$ cat src/rtl/palette_output_engine_pkg.sv
// Shared types and defaults for the palette output engine.
//   RGBcolor    : 4-bit-per-channel colour as driven to the DAC pins
//   screenXY    : x/y coordinate pair presented to the framebuffer
//   fill_mode_t : how transparent (index 0) pixels are filled
//   DEF_*       : standard 640x480 timing, used as parameter defaults
package palette_output_engine_pkg;

  localparam int COORD_W = 10;

  localparam int DEF_H_VISIBLE = 640;
  localparam int DEF_H_FRONT   = 16;
  localparam int DEF_H_SYNC    = 96;
  localparam int DEF_H_BACK    = 48;
  localparam int DEF_V_VISIBLE = 480;
  localparam int DEF_V_FRONT   = 10;
  localparam int DEF_V_SYNC    = 2;
  localparam int DEF_V_BACK    = 33;

  typedef struct packed {
    logic [3:0] r;
    logic [3:0] g;
    logic [3:0] b;
  } RGBcolor;

  typedef struct packed {
    logic [COORD_W-1:0] x;
    logic [COORD_W-1:0] y;
  } screenXY;

  typedef enum logic [1:0] {
    FILL_NONE   = 2'd0,
    FILL_COLUMN = 2'd1,
    FILL_ROW    = 2'd2
  } fill_mode_t;

  // The reserved encoding 3 falls back to no fill.
  function automatic fill_mode_t decode_fill_mode(input logic [1:0] raw);
    case (raw)
      2'd1:    return FILL_COLUMN;
      2'd2:    return FILL_ROW;
      default: return FILL_NONE;
    endcase
  endfunction

endpackage

$ cat src/rtl/palette_output_engine_if.sv
// Bus bundle between the scan-out engine and its surroundings.
//   pal_we/pal_addr/pal_data : palette write port
//   framebuffer_coords       : coordinates requested from the framebuffer
//   framebuffer_output       : palette index returned by the framebuffer
//   hs/vs/new_frame/color_out: video outputs towards the DAC
// master = the engine, slave = framebuffer/CPU/DAC side.
interface palette_output_engine_if #(parameter int IDX_W = 3);
  import palette_output_engine_pkg::*;

  logic             pal_we;
  logic [IDX_W-1:0] pal_addr;
  RGBcolor          pal_data;
  screenXY          framebuffer_coords;
  logic [IDX_W-1:0] framebuffer_output;
  logic             hs;
  logic             vs;
  logic             new_frame;
  RGBcolor          color_out;

  modport master (
    input  pal_we, pal_addr, pal_data, framebuffer_output,
    output framebuffer_coords, hs, vs, new_frame, color_out
  );

  modport slave (
    output pal_we, pal_addr, pal_data, framebuffer_output,
    input  framebuffer_coords, hs, vs, new_frame, color_out
  );

endinterface

$ cat src/rtl/palette_output_engine_timing.sv
// vga_timing_gen: horizontal/vertical counters and the undelayed sync,
// active and vertical-blank flags derived from them.
//   Clk, Reset         : pixel clock, synchronous active-high reset
//   hc, vc             : current counter values
//   hsync_raw/vsync_raw: active-low sync before any alignment delay
//   active_raw         : inside the visible area
//   vblank_raw         : on a line below the visible area
module vga_timing_gen import palette_output_engine_pkg::*; #(
  parameter int H_VISIBLE = DEF_H_VISIBLE,
  parameter int H_FRONT   = DEF_H_FRONT,
  parameter int H_SYNC    = DEF_H_SYNC,
  parameter int H_BACK    = DEF_H_BACK,
  parameter int V_VISIBLE = DEF_V_VISIBLE,
  parameter int V_FRONT   = DEF_V_FRONT,
  parameter int V_SYNC    = DEF_V_SYNC,
  parameter int V_BACK    = DEF_V_BACK
) (
  input  logic               Clk,
  input  logic               Reset,
  output logic [COORD_W-1:0] hc,
  output logic [COORD_W-1:0] vc,
  output logic               hsync_raw,
  output logic               vsync_raw,
  output logic               active_raw,
  output logic               vblank_raw
);

  localparam int H_TOTAL = H_VISIBLE + H_FRONT + H_SYNC + H_BACK;
  localparam int V_TOTAL = V_VISIBLE + V_FRONT + V_SYNC + V_BACK;

  localparam logic [COORD_W-1:0] H_LAST   = COORD_W'(H_TOTAL - 1);
  localparam logic [COORD_W-1:0] V_LAST   = COORD_W'(V_TOTAL - 1);
  localparam logic [COORD_W-1:0] H_VIS    = COORD_W'(H_VISIBLE);
  localparam logic [COORD_W-1:0] V_VIS    = COORD_W'(V_VISIBLE);
  localparam logic [COORD_W-1:0] HS_START = COORD_W'(H_VISIBLE + H_FRONT);
  localparam logic [COORD_W-1:0] HS_END   = COORD_W'(H_VISIBLE + H_FRONT + H_SYNC);
  localparam logic [COORD_W-1:0] VS_START = COORD_W'(V_VISIBLE + V_FRONT);
  localparam logic [COORD_W-1:0] VS_END   = COORD_W'(V_VISIBLE + V_FRONT + V_SYNC);

  logic [COORD_W-1:0] hc_q, hc_d;
  logic [COORD_W-1:0] vc_q, vc_d;

  always_comb begin
    hc_d = hc_q + 1'b1;
    vc_d = vc_q;
    if (hc_q == H_LAST) begin
      hc_d = '0;
      vc_d = (vc_q == V_LAST) ? '0 : vc_q + 1'b1;
    end
  end

  always_ff @(posedge Clk) begin
    if (Reset) begin
      hc_q <= '0;
      vc_q <= '0;
    end else begin
      hc_q <= hc_d;
      vc_q <= vc_d;
    end
  end

  assign hc         = hc_q;
  assign vc         = vc_q;
  assign hsync_raw  = !((hc_q >= HS_START) && (hc_q < HS_END));
  assign vsync_raw  = !((vc_q >= VS_START) && (vc_q < VS_END));
  assign active_raw = (hc_q < H_VIS) && (vc_q < V_VIS);
  assign vblank_raw = (vc_q >= V_VIS);

endmodule

$ cat src/rtl/palette_output_engine.sv
// VGA scan-out stage: generates timing, requests framebuffer pixels at
// downscaled coordinates, fills transparent pixels according to the
// per-frame fill mode and resolves indices through a writable palette.
//   Clk, Reset : pixel clock, synchronous active-high reset
//   fill_mode  : 0 none, 1 column hold, 2 row hold, 3 = none
//   bus        : palette write port, framebuffer request/return and
//                hs/vs/new_frame/color_out (all FB_LATENCY+1 behind hc/vc)
module palette_output_engine import palette_output_engine_pkg::*; #(
  parameter int H_VISIBLE   = DEF_H_VISIBLE,
  parameter int H_FRONT     = DEF_H_FRONT,
  parameter int H_SYNC      = DEF_H_SYNC,
  parameter int H_BACK      = DEF_H_BACK,
  parameter int V_VISIBLE   = DEF_V_VISIBLE,
  parameter int V_FRONT     = DEF_V_FRONT,
  parameter int V_SYNC      = DEF_V_SYNC,
  parameter int V_BACK      = DEF_V_BACK,
  parameter int SCALE_SHIFT = 1,
  parameter int IDX_W       = 3,
  parameter int FB_LATENCY  = 1
) (
  input  logic                    Clk,
  input  logic                    Reset,
  input  logic [1:0]              fill_mode,
  palette_output_engine_if.master bus
);

  localparam int COLS   = H_VISIBLE >> SCALE_SHIFT;
  localparam int COL_AW = (COLS > 1) ? $clog2(COLS) : 1;
  localparam int NPAL   = 1 << IDX_W;
  localparam logic [COORD_W-1:0] COLS_LIM = COORD_W'(COLS);

  typedef struct packed {
    logic               hsync;
    logic               vsync;
    logic               active;
    logic               vblank;
    logic [COORD_W-1:0] x;
  } align_t;

  localparam align_t ALIGN_BLANK = '{hsync: 1'b1, vsync: 1'b1, active: 1'b0,
                                     vblank: 1'b0, x: '0};

  logic [COORD_W-1:0] hc, vc, coord_x, coord_y;
  logic               hsync_raw, vsync_raw, active_raw, vblank_raw;

  vga_timing_gen #(
    .H_VISIBLE(H_VISIBLE), .H_FRONT(H_FRONT), .H_SYNC(H_SYNC), .H_BACK(H_BACK),
    .V_VISIBLE(V_VISIBLE), .V_FRONT(V_FRONT), .V_SYNC(V_SYNC), .V_BACK(V_BACK)
  ) u_timing (
    .Clk       (Clk),
    .Reset     (Reset),
    .hc        (hc),
    .vc        (vc),
    .hsync_raw (hsync_raw),
    .vsync_raw (vsync_raw),
    .active_raw(active_raw),
    .vblank_raw(vblank_raw)
  );

  assign coord_x = hc >> SCALE_SHIFT;
  assign coord_y = vc >> SCALE_SHIFT;
  assign bus.framebuffer_coords = screenXY'{x: coord_x, y: coord_y};

  // Timing info travels alongside the framebuffer read so that the last
  // stage sees the flags belonging to the index arriving this cycle.
  align_t align_d [FB_LATENCY];
  align_t align_q [FB_LATENCY];
  align_t stage;

  always_comb begin
    align_d[0] = '{hsync: hsync_raw, vsync: vsync_raw, active: active_raw,
                   vblank: vblank_raw, x: coord_x};
    for (int i = 1; i < FB_LATENCY; i++) align_d[i] = align_q[i-1];
  end

  always_ff @(posedge Clk) begin
    if (Reset) begin
      for (int i = 0; i < FB_LATENCY; i++) align_q[i] <= ALIGN_BLANK;
    end else begin
      align_q <= align_d;
    end
  end

  assign stage = align_q[FB_LATENCY-1];

  RGBcolor          palette_q  [NPAL];
  logic [IDX_W-1:0] col_hold_q [COLS];
  logic [IDX_W-1:0] row_hold_q, row_hold_d;
  fill_mode_t       mode_q, mode_d;
  logic             hs_q, hs_d, vs_q, vs_d, new_frame_q, new_frame_d;
  RGBcolor          color_q, color_d;

  logic [IDX_W-1:0]  fb_idx, idx_out, col_rd, col_wdata;
  logic [COL_AW-1:0] x_idx;
  logic              x_in, col_we;

  assign fb_idx = bus.framebuffer_output;
  assign x_in   = stage.x < COLS_LIM;
  assign x_idx  = stage.x[COL_AW-1:0];
  assign col_rd = col_hold_q[x_idx];

  // Outside the active area the row hold is cleared (so every line starts
  // empty) and, on vertical-blank lines, the sweeping x wipes one column
  // hold entry per cycle so the array is clean before line 0.
  always_comb begin
    idx_out    = '0;
    col_we     = 1'b0;
    col_wdata  = '0;
    row_hold_d = row_hold_q;
    if (stage.active) begin
      if (fb_idx != '0) begin
        idx_out    = fb_idx;
        col_we     = x_in;
        col_wdata  = fb_idx;
        row_hold_d = fb_idx;
      end else begin
        case (mode_q)
          FILL_COLUMN: idx_out = x_in ? col_rd : '0;
          FILL_ROW:    idx_out = row_hold_q;
          default:     idx_out = '0;
        endcase
      end
    end else begin
      row_hold_d = '0;
      col_we     = stage.vblank && x_in;
    end
    color_d     = stage.active ? palette_q[idx_out] : '0;
    hs_d        = stage.hsync;
    vs_d        = stage.vsync;
    new_frame_d = vs_q && !stage.vsync;
    mode_d      = new_frame_q ? decode_fill_mode(fill_mode) : mode_q;
  end

  always_ff @(posedge Clk) begin
    if (Reset) begin
      hs_q        <= 1'b1;
      vs_q        <= 1'b1;
      new_frame_q <= 1'b0;
      color_q     <= '0;
      row_hold_q  <= '0;
      mode_q      <= FILL_NONE;
    end else begin
      hs_q        <= hs_d;
      vs_q        <= vs_d;
      new_frame_q <= new_frame_d;
      color_q     <= color_d;
      row_hold_q  <= row_hold_d;
      mode_q      <= mode_d;
    end
  end

  // The lookup above reads the pre-write contents, so a write to the entry
  // being displayed only shows from the following cycle.
  always_ff @(posedge Clk) begin
    if (Reset) begin
      for (int i = 0; i < NPAL; i++) palette_q[i] <= '0;
    end else if (bus.pal_we) begin
      palette_q[bus.pal_addr] <= bus.pal_data;
    end
  end

  always_ff @(posedge Clk) begin
    if (Reset) begin
      for (int i = 0; i < COLS; i++) col_hold_q[i] <= '0;
    end else if (col_we) begin
      col_hold_q[x_idx] <= col_wdata;
    end
  end

  assign bus.hs        = hs_q;
  assign bus.vs        = vs_q;
  assign bus.new_frame = new_frame_q;
  assign bus.color_out = color_q;

endmodule

$ cat src/flat_wrapper.sv
// flat-port wrapper written by rule: the top's interface ports become plain ports
module palette_output_engine_flat import palette_output_engine_pkg::*;
#(
  parameter int H_VISIBLE   = DEF_H_VISIBLE,
  parameter int H_FRONT     = DEF_H_FRONT,
  parameter int H_SYNC      = DEF_H_SYNC,
  parameter int H_BACK      = DEF_H_BACK,
  parameter int V_VISIBLE   = DEF_V_VISIBLE,
  parameter int V_FRONT     = DEF_V_FRONT,
  parameter int V_SYNC      = DEF_V_SYNC,
  parameter int V_BACK      = DEF_V_BACK,
  parameter int SCALE_SHIFT = 1,
  parameter int IDX_W       = 3,
  parameter int FB_LATENCY  = 1
)
  (Clk, Reset, fill_mode, bus_pal_we, bus_pal_addr, bus_pal_data, bus_framebuffer_output, bus_framebuffer_coords, bus_hs, bus_vs, bus_new_frame, bus_color_out);
  palette_output_engine_if #(.IDX_W(IDX_W)) bus_i ();
  input  logic Clk;
  input  logic Reset;
  input  logic [1:0] fill_mode;
  input wire logic [$bits(bus_i.pal_we)-1:0] bus_pal_we;
  input wire logic [$bits(bus_i.pal_addr)-1:0] bus_pal_addr;
  input wire logic [$bits(bus_i.pal_data)-1:0] bus_pal_data;
  input wire logic [$bits(bus_i.framebuffer_output)-1:0] bus_framebuffer_output;
  output wire logic [$bits(bus_i.framebuffer_coords)-1:0] bus_framebuffer_coords;
  output wire logic [$bits(bus_i.hs)-1:0] bus_hs;
  output wire logic [$bits(bus_i.vs)-1:0] bus_vs;
  output wire logic [$bits(bus_i.new_frame)-1:0] bus_new_frame;
  output wire logic [$bits(bus_i.color_out)-1:0] bus_color_out;
  assign bus_i.pal_we = bus_pal_we;
  assign bus_i.pal_addr = bus_pal_addr;
  assign bus_i.pal_data = bus_pal_data;
  assign bus_i.framebuffer_output = bus_framebuffer_output;
  assign bus_framebuffer_coords = bus_i.framebuffer_coords;
  assign bus_hs = bus_i.hs;
  assign bus_vs = bus_i.vs;
  assign bus_new_frame = bus_i.new_frame;
  assign bus_color_out = bus_i.color_out;
  palette_output_engine #(.H_VISIBLE(H_VISIBLE), .H_FRONT(H_FRONT), .H_SYNC(H_SYNC), .H_BACK(H_BACK), .V_VISIBLE(V_VISIBLE), .V_FRONT(V_FRONT), .V_SYNC(V_SYNC), .V_BACK(V_BACK), .SCALE_SHIFT(SCALE_SHIFT), .IDX_W(IDX_W), .FB_LATENCY(FB_LATENCY)) u_core (.Clk(Clk), .Reset(Reset), .fill_mode(fill_mode), .bus(bus_i));
endmodule
$ cat config.mk
export PLATFORM = sky130hd
export DESIGN_NAME = palette_output_engine_flat
export DESIGN_NICKNAME = d
export VERILOG_FILES = /design/src/rtl/palette_output_engine_pkg.sv /design/src/rtl/palette_output_engine_if.sv /design/src/rtl/palette_output_engine_timing.sv /design/src/rtl/palette_output_engine.sv /design/src/flat_wrapper.sv
export SDC_FILE = /design/constraint.sdc
export NUM_CORES = 2
export LEC_CHECK = 0
export CAP_MARGIN = 0
export CELL_PAD_IN_SITES_DETAIL_PLACEMENT = 1
export CELL_PAD_IN_SITES_GLOBAL_PLACEMENT = 1
export CORE_ASPECT_RATIO = 1.4
export CORE_MARGIN = 2
export CORE_UTILIZATION = 40
export DETAILED_ROUTE_END_ITERATION = 7
export HOLD_SLACK_MARGIN = 0.05
export PLACE_DENSITY_LB_ADDON = 0.12
export SLEW_MARGIN = 10
export SYNTH_ARGS = -nofsm -noshare
export SYNTH_HDL_FRONTEND = slang
export SYNTH_SLANG_ARGS = --single-unit
$ cat constraint.sdc
create_clock -name Clk -period 6 [get_ports Clk]
set_clock_uncertainty 0.15 [all_clocks]
set_input_delay 0.9 -clock Clk [delete_from_list [all_inputs] [get_ports Clk]]
set_output_delay 0.9 -clock Clk [all_outputs]
set_load 0.01 [all_outputs]
==> results.md <==
- The total standard cell area after synthesis is 73100 um2.
- Clock tree synthesis found a total of 1685 sinks.
- The final critical-path required period is 5.45 ns.
- Counting instances, the worst hold path has a depth of 1.
- The number of enable flip-flop cells after synthesis is 1632.
- The clock transition at the registers of the reported paths is 0.06 ns.
- The fraction of registers with async set or reset after synthesis is 0%.
- The register area is 50100 um2.
- Wires add up to 248000 um.
- The worst min-delay path class is reg2reg.
- The power density normalized to cell area is 302 nW/um2.
- In this run, distinct cell masters in the synthesized netlist total 80.
- For this run, the number of Yosys warnings is 0.
- The final clock period utilization by the worst path is 90.8%.
- The setup path with the least slack is of type reg2reg.
- The count of nets after finishing is 5458.
- The clock latency on the worst-skew pair is 0.84 ns.
- The count of buffers inserted at the top-level ports is 55.
- The die is 510 um tall.
- The initial DRC count is 4608.
- The max-slew headroom at the worst pin is 7.27%.
- The worst-case IR drop observed on VDD is 0.323 mV.
- The synthesized instance count is 4832.
- For this design, the CTS-stage hold fixing added 0 buffers.
- Buffers added to address setup during post-CTS repair amount to 0.
- TritonCTS created 170 clock buffers.
- The maximum level of the CTS H-tree is 4.
- The via count of the first global-routing pass came to 47100.
- Summing all multi-input logic gate instances after layout gives 23300 um2.
- STA puts the critical path data required time at 6.56 ns.
- In the layout the commonest cells are 1632 x sky130_fd_sc_hd__edfxtp_1, 1058 x sky130_fd_sc_hd__nor2_1, 578 x sky130_fd_sc_hd__conb_1.
- The global placement routability congestion is 0.938.
- The critical path runs through a total of 14 cells.
- At the pin with the least slew margin, the transition time is 1.38 ns.
- After floorplanning, the core was divided into 185 placement rows.
- The maximum clock frequency is 184 MHz.
- The core box area is 181000 um2.
- Across all layers, the routed design uses 44800 vias.
- The category of cells accounting for the largest share of critical-path delay is compound AO/OA/AOI/OAI gates.
- The count of pins over their slew limit is 0.
- The register area share after synthesis is 68.5%.
- The relative area change from synthesis to final layout is 15.3%.
- On the worst path, the slowest cell contributes a delay of 0.84 ns.
- The mean cell area of the mapped netlist is 15.1 um2.
- Max-cap violations in this run came to 0.
- Data arrives at the worst endpoint at 6.00 ns.
- The standby leakage power is 29.7 nW.
- The pin count of the biggest net entering global routing is 177.
- The detail-routed via count per cell is 5.59.
- The die footprint is 186000 um2.
- The count of nets left with antenna violations once routing finished came out at 0.
- Among all flip-flop cells after synthesis, the most frequent one is sky130_fd_sc_hd__edfxtp_1.
- Setup repair after global routing left no endpoint under its margin.
- Once the clock tree was built, the resizer swapped 0 gates to a different size.
- Synthesis inferred 1685 register bits.
- The cell type of the slowest stage on the worst timing path is sky130_fd_sc_hd__dfxtp_4.
- The setup TNS after final layout is 0 ns.
- The effective utilization at floorplan is 40.3%.
- The width of the die is 365 um.
- The root buffer cell is sky130_fd_sc_hd__clkbuf_16.
- For the worst flop-to-flop path, the logic depth is 14.
- The average routed wire per standard cell is 31.0 um.
- Of the cells placed in the final design, the portion with a size suffix greater than 1 is 16.3%.
- The number of endpoints failing setup at the final stage is 0.
- The most frequent cell on the critical path is sky130_fd_sc_hd__buf_4.
- The count of TritonRoute iterations in the first routing pass is 6.
- Fill cells in the final layout number 18100.
- The worst setup path is launched from a register.
- In this run the worst path has a maximum fanout of 34.
- The clock passes through at most 3 buffers.
- STA classifies the critical path endpoint as a register.
- The detailed placer's ending HPWL is 168000 um.
- The first global-routing pass estimated 350000 um of wire.
- TritonCTS built the clock tree.
- The final number of hold-violating endpoints is 0.
- Global routing finished with a remaining overflow of 0.
- The commonest non-fill, non-tap cell in the layout is sky130_fd_sc_hd__edfxtp_1.
- The run finished with clean final reports.
- Cells fill 46.4% of the core in the end.
- The signal on the critical path passes through buf_12, buf_4, buf_4, mux4_2, a22oi_1, a21oi_1, nor3_1, nor4_1, nor3_1, a31oi_1, buf_4, or3_4, o22ai_1, a211o_1.
- Counting both buffers and inverters, the worst setup path holds a total of 4.
- The number of antenna violations at the first check in global routing is 10.
- After detailed routing, the number of remaining DRC violations is 0.
- Global routing consumed, over all layers together, 26.9% of the routing resources.
- During I/O placement, the number of pins put on the boundary was 58.
area by class of cell:
class	instances	share of cell area, %
antenna	4	0.0119
tap	2431	3.61
inverter	16	0.0713
timing repair buffer	282	3.02
multi-input combinational	3273	27.6
clock buffer	225	5.43
clock inverter	90	0.846
sequential	1685	59.4
final timing paths:
path | start | endpoint | slack, ns
min | u_core.hs_d$_SDFF_PP1_ | u_core.bus.hs$_SDFF_PP1_ | 0.26
max | u_core.align_q[1]$_SDFF_PP0_ | u_core.bus.color_out[6]$_SDFF_PP0_ | 0.55
max reg2reg | u_core.align_q[1]$_SDFF_PP0_ | u_core.bus.color_out[6]$_SDFF_PP0_ | 0.55
min reg2reg | u_core.hs_d$_SDFF_PP1_ | u_core.bus.hs$_SDFF_PP1_ | 0.26
logic make-up after synthesis:
kind of cell             share of synthesized area [%]
flip-flops                                        68.5
AND/OR/NAND/NOR                                   8.96
AO/OA/AOI/OAI                                     6.30
multiplexers                                      13.1
buffers and inverters                             2.93
XOR/XNOR                                         0.156
adder cells (fa/ha/maj)                          0.120
other                                          0.00513
stage by stage:
step	hold slack, ns	cell area (um2)	worst slack [ns]	total power [W]	instances
floorplan	0.239	75300	0.192	0.0147	5409
global placement	0.249	79000	0.616	0.0153	7687
detailed placement	0.248	79000	0.698	0.0153	7687
CTS	0.265	84300	0.667	0.0256	8002
global route	0.278	84300	0.500	0.0261	8005
finish	0.262	84300	0.553	0.0254	8006
synthesized netlist by cell type, types with 53 or more instances:
library cell,count,area share (%)
sky130_fd_sc_hd__edfxtp_1,1632,67
sky130_fd_sc_hd__mux4_2,360,11
sky130_fd_sc_hd__a22oi_1,88,0.90
sky130_fd_sc_hd__clkbuf_1,286,1.5
sky130_fd_sc_hd__mux2i_1,114,1.6
sky130_fd_sc_hd__buf_2,59,0.40
sky130_fd_sc_hd__dfxtp_1,53,1.5
sky130_fd_sc_hd__nor2_1,1063,5.5
sky130_fd_sc_hd__nand2_1,168,0.86
sky130_fd_sc_hd__a21oi_1,56,0.38
sky130_fd_sc_hd__a21o_1,310,3.2
sky130_fd_sc_hd__and2_1,107,0.92
routing by layer:
metal,vias up,routed length (um),GRT usage [%],part of all wire [%]
met3,574,14900,4.60,6.0
met5,-,47,0,0.019
li1,18900,-,-,-
met4,8,17800,17.0,7.2
met2,1611,127000,46.5,51
met1,23700,88900,30.9,36
worst register-to-register path, stage by stage (launching register included):
cell and delay (ns):
sky130_fd_sc_hd__dfxtp_4 0.84, sky130_fd_sc_hd__buf_12 0.40, sky130_fd_sc_hd__buf_4 0.47, sky130_fd_sc_hd__buf_4 0.27, sky130_fd_sc_hd__mux4_2 0.21, sky130_fd_sc_hd__a22oi_1 0.08, sky130_fd_sc_hd__a21oi_1 0.51, sky130_fd_sc_hd__nor3_1 0.13
sky130_fd_sc_hd__nor4_1 0.53, sky130_fd_sc_hd__nor3_1 0.16, sky130_fd_sc_hd__a31oi_1 0.67, sky130_fd_sc_hd__buf_4 0.28, sky130_fd_sc_hd__or3_4 0.24, sky130_fd_sc_hd__o22ai_1 0.12, sky130_fd_sc_hd__a211o_1 0.27
state kept, by name, summed over array words and instances, names as in the netlist, 2 cells and up:
signal and flops:
u_core.align_q 11, u_core.bus.color_out 12, u_core.col_hold_q 1536, u_core.mode_q 2
u_core.palette_q 96, u_core.row_hold_q 3, u_core.u_timing.hc 10, u_core.u_timing.vc 10
where the power goes:
group | switching [W] | internal (W)
Sequential | 0.000171 | 0.0134
Combinational | 0.000904 | 0.000570
Clock | 0.00466 | 0.00569
Total | 0.00574 | 0.0197
No activity file was read; power rests on OpenSTA's default activity.
